**config.mk**
```make
export PLATFORM = sky130hd
export DESIGN_NAME = unified_cache_request_crossbar
export DESIGN_NICKNAME = d
export VERILOG_FILES = /design/src/rtl/unified_cache_request_crossbar_pkg.sv /design/src/rtl/unified_cache_rr_arbiter.sv /design/src/rtl/unified_cache_request_crossbar.sv
export SDC_FILE = /design/constraint.sdc
export NUM_CORES = 1
export LEC_CHECK = 0
export BUFFER_PORTS_ARGS = -buffer_cell sky130_fd_sc_hd__buf_4
export CORE_ASPECT_RATIO = 0.7
export CORE_MARGIN = 2
export CORE_UTILIZATION = 40
export DETAILED_ROUTE_END_ITERATION = 10
export GPL_ROUTABILITY_DRIVEN = 0
export PLACE_DENSITY_LB_ADDON = 0.25
export REMOVE_ABC_BUFFERS = 1
export SLEW_MARGIN = 25
export SYNTH_ARGS = -nofsm -noshare
export SYNTH_HDL_FRONTEND = slang
export SYNTH_SLANG_ARGS = --single-unit
```
**constraint.sdc**
```tcl
create_clock -name clk_in -period 2.8 [get_ports clk_in]
set_input_delay 0.56 -clock clk_in [delete_from_list [all_inputs] [get_ports clk_in]]
set_output_delay 0.56 -clock clk_in [all_outputs]
set_load 0.1 [all_outputs]
```
**src/rtl/unified_cache_request_crossbar_pkg.sv**
```systemverilog
// Shared constants for the unified-cache request crossbar: packet field positions,
// the starvation limit, and a width helper for index/pointer registers.
package unified_cache_request_crossbar_pkg;

    localparam int UC_PACKET_WIDTH = 40;
    localparam int UC_ADDR_WIDTH   = 32;
    localparam int UC_INDEX_POS_LO = 4;
    localparam int UC_PORT_NUM_LO  = 34;
    localparam int UC_STARVE_LIMIT = 15;

    // Width of an index over n items; never zero so a single item still gets a 1-bit register.
    function automatic int idx_width(input int n);
        return (n > 1) ? $clog2(n) : 1;
    endfunction

endpackage

```
**src/rtl/unified_cache_rr_arbiter.sv**
```systemverilog
// Two-class round-robin arbiter: critical requesters win over normal ones, and within the
// chosen class the search starts at the pointer, which moves to winner+1 on every grant.
module unified_cache_rr_arbiter
    import unified_cache_request_crossbar_pkg::*;
#(
    parameter int NUM_REQUEST = 2
) (
    input  logic                                 clk,
    input  logic                                 rst_n,
    input  logic                                 enable,
    input  logic [NUM_REQUEST-1:0]               request,
    input  logic [NUM_REQUEST-1:0]               critical,
    output logic [NUM_REQUEST-1:0]               grant,
    output logic                                 grant_valid,
    output logic [idx_width(NUM_REQUEST)-1:0]    pointer
);

    localparam int PTR_W = idx_width(NUM_REQUEST);

    logic [PTR_W-1:0]       ptr_q;
    logic [PTR_W-1:0]       winner;
    logic [PTR_W-1:0]       idx;
    logic [NUM_REQUEST-1:0] pool;

    always_comb begin
        pool        = ((request & critical) != '0) ? (request & critical) : request;
        grant       = '0;
        grant_valid = 1'b0;
        winner      = ptr_q;
        idx         = ptr_q;
        for (int i = 0; i < NUM_REQUEST; i++) begin
            idx = PTR_W'((int'(ptr_q) + i) % NUM_REQUEST);
            if (enable && !grant_valid && pool[idx]) begin
                grant[idx]  = 1'b1;
                grant_valid = 1'b1;
                winner      = idx;
            end
        end
    end

    always_ff @(posedge clk or negedge rst_n) begin
        if (!rst_n) begin
            ptr_q <= '0;
        end else if (grant_valid) begin
            ptr_q <= PTR_W'((int'(winner) + 1) % NUM_REQUEST);
        end
    end

    assign pointer = ptr_q;

endmodule

```
**src/rtl/unified_cache_request_crossbar.sv**
```systemverilog
// Crossbar from the input request queues to the cache banks: one registered slot per bank,
// critical-first round-robin per bank with starvation aging, source port ID stamped in.
module unified_cache_request_crossbar
    import unified_cache_request_crossbar_pkg::*;
#(
    parameter int NUM_INPUT_PORT = 2,
    parameter int NUM_BANK       = 4,
    parameter int PACKET_WIDTH   = UC_PACKET_WIDTH,
    parameter int ADDR_WIDTH     = UC_ADDR_WIDTH,
    parameter int BANK_SEL_LO    = UC_INDEX_POS_LO,
    parameter int PORT_NUM_LO    = UC_PORT_NUM_LO,
    parameter int PORT_ID_WIDTH  = $clog2(NUM_INPUT_PORT) + 1,
    parameter int STARVE_LIMIT   = UC_STARVE_LIMIT
) (
    input  logic                                    clk_in,
    input  logic                                    reset_in,
    input  logic [NUM_INPUT_PORT*PACKET_WIDTH-1:0]  request_flatted_in,
    input  logic [NUM_INPUT_PORT-1:0]               request_valid_flatted_in,
    input  logic [NUM_INPUT_PORT-1:0]               request_critical_flatted_in,
    output logic [NUM_INPUT_PORT-1:0]               issue_ack_out,
    output logic [NUM_BANK*PACKET_WIDTH-1:0]        bank_request_flatted_out,
    output logic [NUM_BANK-1:0]                     bank_request_valid_flatted_out,
    input  logic [NUM_BANK-1:0]                     bank_issue_ack_in
);

    localparam int BANK_W = idx_width(NUM_BANK);
    localparam int PTR_W  = idx_width(NUM_INPUT_PORT);
    localparam int AGE_W  = idx_width(STARVE_LIMIT + 1);
    // Bank-select bits must sit inside the address field; fall back to bit 0 otherwise.
    localparam int SEL_LO = (BANK_SEL_LO + BANK_W <= ADDR_WIDTH) ? BANK_SEL_LO : 0;

    logic [PACKET_WIDTH-1:0]   req_pkt     [NUM_INPUT_PORT];
    logic [BANK_W-1:0]         req_bank    [NUM_INPUT_PORT];
    logic [AGE_W-1:0]          age_q       [NUM_INPUT_PORT];
    logic [NUM_INPUT_PORT-1:0] eff_crit;
    logic [NUM_INPUT_PORT-1:0] bank_req    [NUM_BANK];
    logic [NUM_INPUT_PORT-1:0] bank_grant  [NUM_BANK];
    logic [NUM_BANK-1:0]       grant_valid;
    logic [NUM_BANK-1:0]       slot_accept;
    logic [NUM_BANK-1:0]       slot_valid_q;
    logic [PACKET_WIDTH-1:0]   win_pkt     [NUM_BANK];
    logic [PACKET_WIDTH-1:0]   slot_pkt_q  [NUM_BANK];
    logic [PTR_W-1:0]          unused_rr_ptr [NUM_BANK];

    for (genvar p = 0; p < NUM_INPUT_PORT; p++) begin : g_port
        assign req_pkt[p] = request_flatted_in[p*PACKET_WIDTH +: PACKET_WIDTH];
        if (NUM_BANK > 1) begin : g_sel
            assign req_bank[p] = req_pkt[p][SEL_LO +: BANK_W];
        end else begin : g_one
            assign req_bank[p] = '0;
        end
        assign eff_crit[p] = request_critical_flatted_in[p] | (age_q[p] == AGE_W'(STARVE_LIMIT));
    end

    always_comb begin
        for (int b = 0; b < NUM_BANK; b++) begin
            for (int p = 0; p < NUM_INPUT_PORT; p++) begin
                bank_req[b][p] = request_valid_flatted_in[p] && (int'(req_bank[p]) == b);
            end
        end
    end

    // Handshake: input side pops on issue_ack_out[p] (valid & grant, same cycle); bank side
    // consumes a slot when bank_request_valid & bank_issue_ack_in are both high on an edge.
    for (genvar b = 0; b < NUM_BANK; b++) begin : g_bank
        assign slot_accept[b] = ~slot_valid_q[b] | bank_issue_ack_in[b];

        unified_cache_rr_arbiter #(
            .NUM_REQUEST (NUM_INPUT_PORT)
        ) u_arb (
            .clk         (clk_in),
            .rst_n       (reset_in),
            .enable      (slot_accept[b] & reset_in),
            .request     (bank_req[b]),
            .critical    (eff_crit),
            .grant       (bank_grant[b]),
            .grant_valid (grant_valid[b]),
            .pointer     (unused_rr_ptr[b])
        );

        assign bank_request_flatted_out[b*PACKET_WIDTH +: PACKET_WIDTH] = slot_pkt_q[b];
    end

    assign bank_request_valid_flatted_out = slot_valid_q;

    always_comb begin
        for (int b = 0; b < NUM_BANK; b++) begin
            win_pkt[b] = '0;
            for (int p = 0; p < NUM_INPUT_PORT; p++) begin
                if (bank_grant[b][p]) begin
                    win_pkt[b] = req_pkt[p];
                    win_pkt[b][PORT_NUM_LO +: PORT_ID_WIDTH] = PORT_ID_WIDTH'(p);
                end
            end
        end
    end

    // A port addresses one bank, so at most one bank can grant it per cycle.
    always_comb begin
        issue_ack_out = '0;
        for (int b = 0; b < NUM_BANK; b++) begin
            issue_ack_out = issue_ack_out | bank_grant[b];
        end
    end

    always_ff @(posedge clk_in or negedge reset_in) begin
        if (!reset_in) begin
            slot_valid_q <= '0;
            for (int b = 0; b < NUM_BANK; b++) begin
                slot_pkt_q[b] <= '0;
            end
        end else begin
            for (int b = 0; b < NUM_BANK; b++) begin
                if (grant_valid[b]) begin
                    slot_valid_q[b] <= 1'b1;
                    slot_pkt_q[b]   <= win_pkt[b];
                end else if (bank_issue_ack_in[b]) begin
                    slot_valid_q[b] <= 1'b0;
                end
            end
        end
    end

    always_ff @(posedge clk_in or negedge reset_in) begin
        if (!reset_in) begin
            for (int p = 0; p < NUM_INPUT_PORT; p++) begin
                age_q[p] <= '0;
            end
        end else begin
            for (int p = 0; p < NUM_INPUT_PORT; p++) begin
                if (request_valid_flatted_in[p] && !issue_ack_out[p]) begin
                    if (age_q[p] != AGE_W'(STARVE_LIMIT)) begin
                        age_q[p] <= age_q[p] + 1'b1;
                    end
                end else begin
                    age_q[p] <= '0;
                end
            end
        end
    end

endmodule

```
==> results.rst <==
.. list-table::
   :header-rows: 1

   * - Metric
     - Value
   * - Clock-pin slew reported for the worst setup and hold paths after clock tree synthesis
     - roughly 0.06 ns
   * - Worst Path Required
     - 2.24 ns
   * - Number of antenna violations at the first check in global routing
     - 0
   * - Via count of the first global-routing pass
     - 6412
   * - Ordered cell list for the critical path
     - ha_2 > a31o_4 > maj3_2 > o2111a_2 > or3_4 > or2_4 > buf_12
   * - Largest fanout on the critical path
     - 4
   * - Count of antenna diodes in the layout
     - 0
   * - Most common cell after layout, fill and taps aside
     - sky130_fd_sc_hd__buf_4
   * - Post-synthesis simple-gate area fraction
     - just over 8%
   * - Number of buffers created by CTS
     - 17
   * - Static power due to leakage
     - between 5 and 6 nW
   * - Critical Path End Type
     - primary output
   * - Largest net degree at the start of global routing
     - between 60 and 70
   * - Count of pins over their slew limit
     - 0
   * - Total power per unit cell area
     - about 1100 mW/mm2
   * - Capture point of the worst reg-to-reg path
     - bank_request_flatted_out[60]$_DFFE_PN0P_
   * - Routed Wire Length
     - approximately 24000 um
   * - Arrival time reported for the critical path endpoint
     - 2.59 ns
   * - Starting DRT DRC Count
     - between 1000 and 1500
   * - Root cell of the clock tree
     - sky130_fd_sc_hd__clkbuf_16
   * - Cell accounting for the most synthesized area
     - sky130_fd_sc_hd__dfrtp_1
   * - Detail-routed via count per cell
     - about 5.7
   * - Post-Syn Instances
     - 648
   * - Final Hold Vio Count
     - 0
   * - Number of enable-type register cells in the synthesized netlist
     - 0
   * - Die height
     - between 100 and 150 um
   * - Slew of the pin with the lowest slew margin
     - roughly 0.85 ns
   * - Area share of the largest cell type after synthesis
     - 59.1%
   * - Number of buffers and inverters on the critical path
     - 1
   * - Number of detailed-routing iterations run before antenna repair
     - 10
   * - Syn-to-layout area delta
     - 39.8%
   * - Placed Cells incl. Taps
     - 1112
   * - Violated checks
     - setup timing
   * - Count of non-filler cells in the finished layout
     - 1146
   * - GR Overflow Total
     - 0
   * - Post-route DRC
     - 0
   * - Register-to-Register Setup Slack
     - approximately 0.26 ns
   * - Predominant post-synthesis flop cell
     - sky130_fd_sc_hd__dfrtp_1
   * - Result of the run
     - finished with violations
   * - Final setup margin
     - -0.352 ns
   * - RSZ-0062 raised after global routing
     - true
   * - Sequential fraction of the synthesis area
     - between 50% and 60%
   * - WL/cell
     - 21.1 um
   * - Die Span X
     - around 170 um
   * - Source of the worst register-to-register timing path
     - age_q[1]$_DFFE_PN0P_
   * - # Max-Cap Violations
     - 0
   * - Ranking of synthesized cells by area
     - sky130_fd_sc_hd__dfrtp_1, sky130_fd_sc_hd__a222oi_1, sky130_fd_sc_hd__inv_1, sky130_fd_sc_hd__nand2_1, sky130_fd_sc_hd__a22oi_1
   * - Ratio of final minimum period to clock period
     - 113%
   * - Avg Cell Area, Syn
     - 11.2 um2
   * - Skew final
     - approximately 0.009 ns
   * - Synth cell types
     - 41
   * - Cell with the largest stage delay on the worst path
     - sky130_fd_sc_hd__dfrtp_1
   * - Filler cell count in the final layout
     - 1610
   * - Overall die area
     - ~0.019 mm2
   * - Remaining number of nets flagged by the antenna check after routing
     - 0
   * - Main combinational cell family by area after synthesis
     - compound AO/OA/AOI/OAI gates
   * - CTS sink count
     - 172
   * - TritonCTS clock tree
     - yes
   * - Total standard cell area after synthesis
     - between 0.007 and 0.008 mm2
   * - Cell row count
     - ~40
   * - Most used cells in the layout excluding fill and tap cells
     - sky130_fd_sc_hd__buf_4, sky130_fd_sc_hd__dfrtp_1, sky130_fd_sc_hd__inv_1
   * - Net count reported at finish
     - slightly below 1000
   * - Count of input and output buffers
     - between 200 and 250
   * - Synth warnings
     - 0
   * - Initial cell density of the core
     - approximately 41%
   * - Number of setup violations in the final report
     - 2
   * - Launching element of the worst setup path
     - age_q[1]$_DFFE_PN0P_
   * - Max-slew headroom
     - a little over two fifths
   * - Adder and majority cell fraction of the synthesized area
     - less than 1%
   * - Max clock buf depth
     - 2
   * - Setup TNS
     - -0.538 ns
   * - Critical path's top delay family
     - simple AND/OR/NAND/NOR gates
   * - Complex-gate fraction of the synthesized area
     - a little over a fifth
   * - Maximum level of the CTS H-tree
     - 4
   * - Shortest period the worst path allows
     - 3.15 ns
   * - IR drop worst, VDD
     - between 0.7 and 0.8 mV
   * - Proportion of register bits with asynchronous set or reset after synthesis
     - 100%
   * - HPWL after detailed placement
     - approximately 15000 um
   * - Maximum achievable frequency
     - roughly 320 MHz
   * - Type of the most critical hold path
     - in2async
   * - Placeable core region
     - approximately 0.018 mm2
   * - Largest stage delay on the critical path
     - approximately 0.38 ns
   * - Tot GR Track Use
     - roughly a quarter
   * - Wire length of the first global-routing pass
     - about 36000 um
   * - Insertion delay to the later sink of the worst-skew pair
     - around 0.42 ns
   * - Share of cells above drive strength 1
     - between 30% and 40%
   * - Worst reg-to-reg path cell count
     - 8
   * - Number of synthesized register bits
     - approximately 170
   * - Total vias in the final route
     - roughly 6500
   * - Post-placement setup slack
     - -0.0294 ns
   * - Boundary pin count
     - 256
   * - Xor and xnor fraction of the mapped netlist area
     - less than 1%
   * - Layout Utilization
     - between 50 and 60%
   * - Startpoint types
     - flop
   * - WS Path Type
     - reg2out
   * - Mux cell area share after synthesis
     - less than 1%
-- how the worst max path moves through the flow --
stage | to | slack [ns] | cells past startpoint
floorplan | issue_ack_out[0] | -1.85 | 6
global placement | issue_ack_out[1] | -0.03 | 7
detailed placement | issue_ack_out[1] | -0.03 | 7
CTS | issue_ack_out[1] | -0.40 | 7
global route | issue_ack_out[1] | -0.43 | 7
finish | issue_ack_out[1] | -0.35 | 7
-- cell usage after synthesis (3+ instances only) --
cell	n
sky130_fd_sc_hd__buf_2	21
sky130_fd_sc_hd__inv_1	109
sky130_fd_sc_hd__clkbuf_1	22
sky130_fd_sc_hd__o211ai_1	3
sky130_fd_sc_hd__a22oi_1	36
sky130_fd_sc_hd__mux2i_1	4
sky130_fd_sc_hd__buf_6	4
sky130_fd_sc_hd__and2_1	4
sky130_fd_sc_hd__nor3_1	6
sky130_fd_sc_hd__nand3_1	8
sky130_fd_sc_hd__nand3b_1	3
sky130_fd_sc_hd__nand2b_1	8
sky130_fd_sc_hd__nand2_1	87
sky130_fd_sc_hd__buf_4	5
sky130_fd_sc_hd__a21o_1	9
sky130_fd_sc_hd__a222oi_1	108
sky130_fd_sc_hd__o2111a_1	3
sky130_fd_sc_hd__nor2_1	5
sky130_fd_sc_hd__dfrtp_1	172
-- report_power, final --
part	leakage, nW	switching (mW)	internal, mW
Clock	0.277	1.01	1.37
Sequential	2.15	0.313	2.98
Combinational	3.16	4.38	1.05
-- sequential cells by signal (all words and copies together), names as in the netlist --
register / cells
age_q: 8
g_bank.u_arb.pointer: 4
bank_request_flatted_out: 156
bank_request_valid_flatted_out: 4
-- timing repair --
action	CTS	global route
hold buffers	1	0
gates cloned	0	0
gates resized for setup	11	2
endpoints found under the hold margin	14	0
pin swaps	6	2
setup endpoints to repair	2	2
setup buffers	0	1
-- final cells by class --
cell class	instances	area (um2)	share of cell area, %
Sequential cell	172	4300	42.3
Clock buffer	21	460	4.52
Timing Repair Buffer	281	2170	21.3
Multi-Input combinational cell	316	2420	23.7
Tap cell	236	295	2.90
Inverter	109	409	4.02
Clock inverter	11	130	1.28
-- per-layer routing --
metal	share of wire, %	up-vias	global-route usage, %
li1	-	2891	-
met1	41	3215	32.1
met2	45	378	39.4
met3	12	26	9.16
met4	1.2	0	6.95
met5	0	-	0
-- kinds of logic (layout without fill, tap and decap cells) --
family                     after synthesis  in the layout
buffers and inverters                  163            422
and+or+nand+nor                        131            131
muxes                                    4              4
other                                    1              4
DFF                                    172            172
AOI/OAI and AO/OA                      169            169
adders and majority gates                6              6
xor gates and xnor gates                 2              2
-- per-stage QoR --
stage / hold slack (ns) / area (um2) / power [mW]
final: 0.287 / 10200 / 11.1
after global routing: 0.333 / 10200 / 11.5
after CTS: 0.287 / 10200 / 11.2
after detailed placement: 0.426 / 9520 / 8.75
after global placement: 0.426 / 9520 / 8.71
after floorplan: 0.264 / 7020 / 7.39
Power figures use the tool's default switching activity.
